File: src/rtl/aes_pkg.sv
// Shared types and constants for the AES host driver and its result FIFO.
package aes_pkg;

  localparam logic AES_ENC = 1'b0;
  localparam logic AES_DEC = 1'b1;

  typedef enum logic [1:0] {
    StIdle,
    StIssue,
    StWait
  } drv_state_t;

  // Result FIFO entry layout: {err, mode, text}.
  typedef struct packed {
    logic         err;
    logic         mode;
    logic [127:0] text;
  } res_entry_t;

  localparam int unsigned ResWidth = $bits(res_entry_t);

endpackage

File: src/rtl/aes_result_fifo.sv
// Small power-of-2 result FIFO; head is presented combinationally from storage.
module aes_result_fifo #(
  parameter int unsigned WIDTH = 130,
  parameter int unsigned DEPTH = 2
) (
  input  logic                     clk_i,
  input  logic                     rst_ni,
  input  logic                     push_i,
  input  logic [WIDTH-1:0]         data_i,
  input  logic                     pop_i,
  output logic [$clog2(DEPTH):0]   count_o,
  output logic [WIDTH-1:0]         head_o
);

  localparam int unsigned PtrW = $clog2(DEPTH);
  localparam int unsigned CntW = PtrW + 1;

  logic [DEPTH-1:0][WIDTH-1:0] mem_q;
  logic [PtrW-1:0]             wr_ptr_q, rd_ptr_q;
  logic [CntW-1:0]             count_q, count_d;
  logic                        pop_eff;

  // Popping an empty FIFO is a no-op.
  assign pop_eff = pop_i && (count_q != '0);

  always_comb begin
    count_d = count_q;
    unique case ({push_i, pop_eff})
      2'b10:   count_d = count_q + CntW'(1);
      2'b01:   count_d = count_q - CntW'(1);
      default: count_d = count_q;
    endcase
  end

  always_ff @(posedge clk_i or negedge rst_ni) begin
    if (!rst_ni) begin
      mem_q    <= '0;
      wr_ptr_q <= '0;
      rd_ptr_q <= '0;
      count_q  <= '0;
    end else begin
      if (push_i) begin
        mem_q[wr_ptr_q] <= data_i;
        wr_ptr_q        <= wr_ptr_q + PtrW'(1);
      end
      if (pop_eff) begin
        rd_ptr_q <= rd_ptr_q + PtrW'(1);
      end
      count_q <= count_d;
    end
  end

  assign count_o = count_q;
  assign head_o  = mem_q[rd_ptr_q];

endmodule

File: src/rtl/aes_host_driver.sv
// Initiator for the AES core START/DONE handshake; one job in flight, results queued so
// that a DONE pulse from the non-stallable core is never lost.
module aes_host_driver
  import aes_pkg::*;
#(
  parameter int unsigned RES_DEPTH   = 2,
  parameter int unsigned TIMEOUT_CYC = 64
) (
  input  logic         CLK,
  input  logic         nRST,
  input  logic         in_valid,
  output logic         in_ready,
  input  logic         in_mode,
  input  logic [127:0] in_key,
  input  logic [127:0] in_text,
  output logic         out_valid,
  input  logic         out_ready,
  output logic         out_mode,
  output logic [127:0] out_text,
  output logic         out_err,
  output logic         busy,
  output logic         spurious,
  output logic         aes_start,
  output logic         aes_encdec,
  output logic [127:0] aes_key,
  output logic [127:0] aes_text,
  input  logic         aes_done,
  input  logic [127:0] aes_textout
);

  localparam int unsigned     CntW    = $clog2(RES_DEPTH) + 1;
  localparam int unsigned     TmrW    = $clog2(TIMEOUT_CYC);
  localparam logic [TmrW-1:0] TmrLast = TmrW'(TIMEOUT_CYC - 1);
  localparam logic [CntW-1:0] CntFull = CntW'(RES_DEPTH);

  drv_state_t      state_q, state_d;
  logic [TmrW-1:0] timer_q;
  logic            mode_q, start_q, in_ready_q, spurious_q;
  logic [127:0]    key_q, text_q;

  logic            accept, push, pop_eff;
  res_entry_t      push_entry, head;
  logic [CntW-1:0] cnt_q, cnt_next;

  assign accept   = in_valid && in_ready_q;
  assign pop_eff  = out_ready && (cnt_q != '0);
  assign cnt_next = cnt_q + CntW'(push) - CntW'(pop_eff);

  always_comb begin
    state_d    = state_q;
    push       = 1'b0;
    push_entry = '0;
    unique case (state_q)
      StIdle:  if (accept) state_d = StIssue;
      StIssue: state_d = StWait;
      StWait: begin
        // DONE takes priority over a coincident timeout.
        if (aes_done) begin
          push            = 1'b1;
          push_entry.mode = mode_q;
          push_entry.text = aes_textout;
          state_d         = StIdle;
        end else if (timer_q == TmrLast) begin
          push            = 1'b1;
          push_entry.err  = 1'b1;
          push_entry.mode = mode_q;
          state_d         = StIdle;
        end
      end
      default: state_d = StIdle;
    endcase
  end

  always_ff @(posedge CLK or negedge nRST) begin
    if (!nRST) begin
      state_q    <= StIdle;
      timer_q    <= '0;
      mode_q     <= 1'b0;
      key_q      <= '0;
      text_q     <= '0;
      start_q    <= 1'b0;
      in_ready_q <= 1'b0;
      spurious_q <= 1'b0;
    end else begin
      state_q    <= state_d;
      start_q    <= accept;
      // Space is reserved at accept: only offer a job when a result slot is guaranteed.
      in_ready_q <= (state_d == StIdle) && (cnt_next < CntFull);
      if (accept) begin
        mode_q <= in_mode;
        key_q  <= in_key;
        text_q <= in_text;
      end
      if (state_q == StIssue) begin
        timer_q <= '0;
      end else if (state_q == StWait) begin
        timer_q <= timer_q + TmrW'(1);
      end
      if (aes_done && (state_q != StWait)) begin
        spurious_q <= 1'b1;
      end
    end
  end

  aes_result_fifo #(
    .WIDTH (ResWidth),
    .DEPTH (RES_DEPTH)
  ) u_res_fifo (
    .clk_i   (CLK),
    .rst_ni  (nRST),
    .push_i  (push),
    .data_i  (push_entry),
    .pop_i   (out_ready),
    .count_o (cnt_q),
    .head_o  (head)
  );

  assign in_ready   = in_ready_q;
  assign busy       = (state_q != StIdle);
  assign spurious   = spurious_q;
  assign aes_start  = start_q;
  assign aes_encdec = mode_q;
  assign aes_key    = key_q;
  assign aes_text   = text_q;
  assign out_valid  = (cnt_q != '0);
  assign out_mode   = head.mode;
  assign out_text   = head.text;
  assign out_err    = head.err;

endmodule
File: config.mk
export PLATFORM = sky130hd
export DESIGN_NAME = aes_host_driver
export DESIGN_NICKNAME = d
export VERILOG_FILES = /design/src/rtl/aes_pkg.sv /design/src/rtl/aes_result_fifo.sv /design/src/rtl/aes_host_driver.sv
export SDC_FILE = /design/constraint.sdc
export NUM_CORES = 1
export LEC_CHECK = 0
export ABC_AREA = 1
export CORE_AREA = 4 4 304 306
export CTS_CLUSTER_SIZE = 30
export DETAILED_ROUTE_END_ITERATION = 7
export DIE_AREA = 0 0 308 310
export MAX_ROUTING_LAYER = met4
export SLEW_MARGIN = 30
export SYNTH_ARGS = -nofsm -noshare
export SYNTH_HDL_FRONTEND = slang
export SYNTH_SLANG_ARGS = --single-unit
File: constraint.sdc
create_clock -name CLK -period 3.65 [get_ports CLK]
set_input_delay 0.365 -clock CLK [delete_from_list [all_inputs] [get_ports CLK]]
set_output_delay 0.365 -clock CLK [all_outputs]
set_load 0.01 [all_outputs]
==> impl_summary.log <==
[metrics] Worst Hold Margin: 0.264 ns
[metrics] sink of the worst hold path: aes_text[105]
[metrics] cell type contributing the most total cell area after synthesis: sky130_fd_sc_hd__dfrtp_1
[metrics] floorplan die height: 310 um
[metrics] crit end category: primary output
[metrics] number of H-tree levels: 2
[metrics] hpwl dp: 60,900 um
[metrics] number of buffers on the longest clock path: 3
[metrics] Area Growth Syn to Fin: 52.1%
[metrics] final critical path time including I/O delays and setup: 2.91 ns
[metrics] starting density of the core: 24.2%
[metrics] number of flip-flops and latches in the synthesized netlist: 532
[metrics] Sinks on Clock Net: 532
[metrics] end of the worst register-to-register path: u_res_fifo.mem_q[74]
[metrics] top flip-flop cell by instance count after synthesis: sky130_fd_sc_hd__dfrtp_1
[metrics] post-detailed-route via-to-cell ratio: 4.28
[metrics] Power Total: 29.5 mW
[metrics] pin count of the biggest net entering global routing: 195
[metrics] count of synthesis-stage warnings from yosys: 0
[metrics] final antenna-violating net count: 0
[metrics] leading cell type by number of instances after synthesis: sky130_fd_sc_hd__nand2_1
[metrics] via count of the first global-routing pass: 19,700
[metrics] combined global-route utilization of all metal layers: 17.9%
[metrics] internal reg-to-reg setup slack: 1.26 ns
[metrics] FFs w/ async S/R, synth: 100%
[metrics] launching point of the worst reg2reg path: u_res_fifo.wr_ptr_q
[metrics] measured slew at the worst slew-check pin: 1.04 ns
[metrics] most common library cells after synthesis: sky130_fd_sc_hd__nand2_1 (1,566), sky130_fd_sc_hd__dfrtp_1 (532), sky130_fd_sc_hd__o21ai_1 (166)
[metrics] number of distinct library cell variants in the gate-level netlist after synthesis: 27
[metrics] top area cells in the synthesized netlist: sky130_fd_sc_hd__dfrtp_1 (61%), sky130_fd_sc_hd__nand2_1 (27%), sky130_fd_sc_hd__o21ai_1 (3.8%), sky130_fd_sc_hd__o21ai_0 (2.3%), sky130_fd_sc_hd__clkbuf_1 (1.5%)
[metrics] worst skew pair latency: 0.63 ns
[metrics] number of slew-limit violations in the final report: 0
[metrics] number of setup violations in the final report: 0
[metrics] Worst Skew: 0.0168 ns
[metrics] crit start category: register
[metrics] aggregate routed wire length: 87,000 um
[metrics] clock-pin slew on the worst setup and hold paths: 0.06 ns
[metrics] standard-cell rows: 110
[metrics] relative slew slack: 30.9%
[metrics] critical path launch point: u_res_fifo.rd_ptr_q
[metrics] Port Buffer Count: 781
[metrics] max-cap viol count: 0
[metrics] Data arrival, critical path: 2.54 ns
[metrics] ratio of final minimum period to clock period: 79.6%
[metrics] min-delay worst type: input pin to register
[metrics] start-to-end type of the worst setup path: register to primary output
[metrics] fraction of the yosys area taken by sequential cells: 61.4%
[metrics] share of layout cells above drive strength 1: 4.70%
[metrics] Horiz. Die Dim: 308 um
[metrics] Total Die Area: 0.0955 mm2
[metrics] clock tree root driver cell: sky130_fd_sc_hd__clkbuf_16
[metrics] status: finished clean
[metrics] HP Start: in_text[105]
[metrics] post-layout net count: 3,706
[metrics] Lkg Pwr: 15.7 nW
[metrics] number of flops mapped to enable cells by yosys: 0
[metrics] gpl congestion: 0.858
[metrics] count of mapped cells out of synthesis: 2,582
[metrics] f_max: 344 MHz
[metrics] number of vias after detailed routing: 19,500
[metrics] setup repair after global routing missed its margin: false
[metrics] final hold viol count: 0
[metrics] post-detailed-placement cell area: 0.0307 mm2
[metrics] post-route setup TNS: 0 ns
[metrics] Congestion Overflow GR: 0
[metrics] DRT Pass-1 Iters: 5
[metrics] Design Area, Final: 0.0330 mm2
[metrics] placeable core region: 0.0896 mm2
[metrics] Yosys top cell area share: 61.4%
[metrics] first-pass GRT wire length: 127,000 um
[metrics] Syn Nets: 2,979
[metrics] initial antenna violation count: 33
[metrics] CP max FO: 43
[metrics] post-CTS setup buffers: 0
[metrics] synthesized area divided by synthesized cell count: 8.40 um2
[metrics] power density over the cells: 896 mW/mm2
[metrics] cell depth of the worst min-delay path: 3
[metrics] count of routing violations after the opening detailed-route iteration: 1,500
[metrics] cts bufs inserted: 61
[metrics] required time worst endpoint: 3.28 ns
[metrics] number of primary I/O pins: 782
[metrics] worst vdd rail ir drop: 0.525 mV
[metrics] TritonCTS clock tree: done
[metrics] reg2reg path depth: 5
[metrics] final routed DRC violation total: 0
[metrics] synthesized area: 0.0217 mm2
[metrics] WL/cell: 19.1 um
-- repair_timing --
item,in CTS,in global routing
gates resized for setup,0,0
endpoints found under the hold margin,73,0
hold buffers,1,0
-- layout by cell type, fill, tap and decap left out, types with 7 or more instances in the layout --
| cell | n |
|---|---|
| sky130_fd_sc_hd__o21ai_0 | 98 |
| sky130_fd_sc_hd__clkinv_2 | 10 |
| sky130_fd_sc_hd__buf_12 | 17 |
| sky130_fd_sc_hd__clkbuf_1 | 8 |
| sky130_fd_sc_hd__nand3_1 | 8 |
| sky130_fd_sc_hd__o21ai_1 | 166 |
| sky130_fd_sc_hd__ha_1 | 7 |
| sky130_fd_sc_hd__clkbuf_8 | 19 |
| sky130_fd_sc_hd__clkdlybuf4s50_1 | 780 |
| sky130_fd_sc_hd__inv_1 | 17 |
| sky130_fd_sc_hd__bufinv_16 | 7 |
| sky130_fd_sc_hd__a21oi_1 | 9 |
| sky130_fd_sc_hd__clkbuf_16 | 63 |
| sky130_fd_sc_hd__diode_2 | 26 |
| sky130_fd_sc_hd__nand2_1 | 1565 |
| sky130_fd_sc_hd__dfrtp_1 | 530 |
| sky130_fd_sc_hd__buf_4 | 20 |
-- worst max path at each step --
stage	cells past startpoint	to	slack (ns)
after floorplan	10	u_res_fifo.count_o[1]	1.88
after global placement	6	aes_key[76]	1.11
after detailed placement	6	aes_key[103]	1.07
after CTS	5	out_text[0]	0.67
after global routing	5	out_text[4]	0.62
final	5	out_text[0]	0.74
-- area by class of cell --
type / count / area, um2
Fill cell: 9141 / 56600
Sequential cell: 532 / 13300
Timing Repair Buffer: 820 / 8330
Multi-Input combinational cell: 1872 / 7510
Clock buffer: 90 / 1870
Tap cell: 1176 / 1470
Clock inverter: 24 / 319
Inverter: 22 / 97.6
Antenna cell: 26 / 65.1
-- stage by stage --
step / worst slack, ns / utilization (%) / std cells
6_report: 0.745 / 36.8 / 4562
5_1_grt: 0.624 / 36.8 / 4560
4_1_cts: 0.665 / 36.7 / 4536
3_5_place_dp: 1.07 / 34.3 / 4421
3_3_place_gp: 1.11 / 34.3 / 4421
2_1_floorplan: 1.88 / - / 2582
-- kinds of logic after synthesis --
group / count (synthesis) / share of synthesized area, %
adder cells (fa/ha/maj): 7 / 0.404
flip-flops: 532 / 61.4
buffers and inverters: 178 / 4.00
XOR/XNOR: 4 / 0.162
AO/OA/AOI/OAI: 277 / 6.45
AND/OR/NAND/NOR: 1584 / 27.6
-- sequential cells by signal (all words and copies together), names as in the netlist --
name,flops
u_res_fifo.rd_ptr_q,1
aes_text,128
spurious,1
u_res_fifo.mem_q,260
aes_key,128
u_res_fifo.count_o,2
state_q,2
timer_q,6
in_ready,1
aes_start,1
aes_encdec,1
u_res_fifo.wr_ptr_q,1
-- power by group --
part           total, mW  switching [mW]  internal (mW)
Clock               6.62            2.60           4.02
Combinational       12.8            6.78           6.04
Sequential          10.1            1.55           8.56
-- layer usage --
metal / wire length (um) / track usage [%]
met5: 0 / -
met4: 2530 / 6.39
met3: 8320 / 6.71
met2: 41300 / 28.0
met1: 34800 / 21.4
-- worst max-delay path, cell delays in order (launching register included) --
cell and delay (ns):
sky130_fd_sc_hd__dfrtp_4 0.50, sky130_fd_sc_hd__inv_4 0.31, sky130_fd_sc_hd__buf_12 0.28, sky130_fd_sc_hd__nand2_1 0.08, sky130_fd_sc_hd__nand2_1 0.15, sky130_fd_sc_hd__clkdlybuf4s50_1 0.57
No activity file was read; power rests on OpenSTA's default activity.
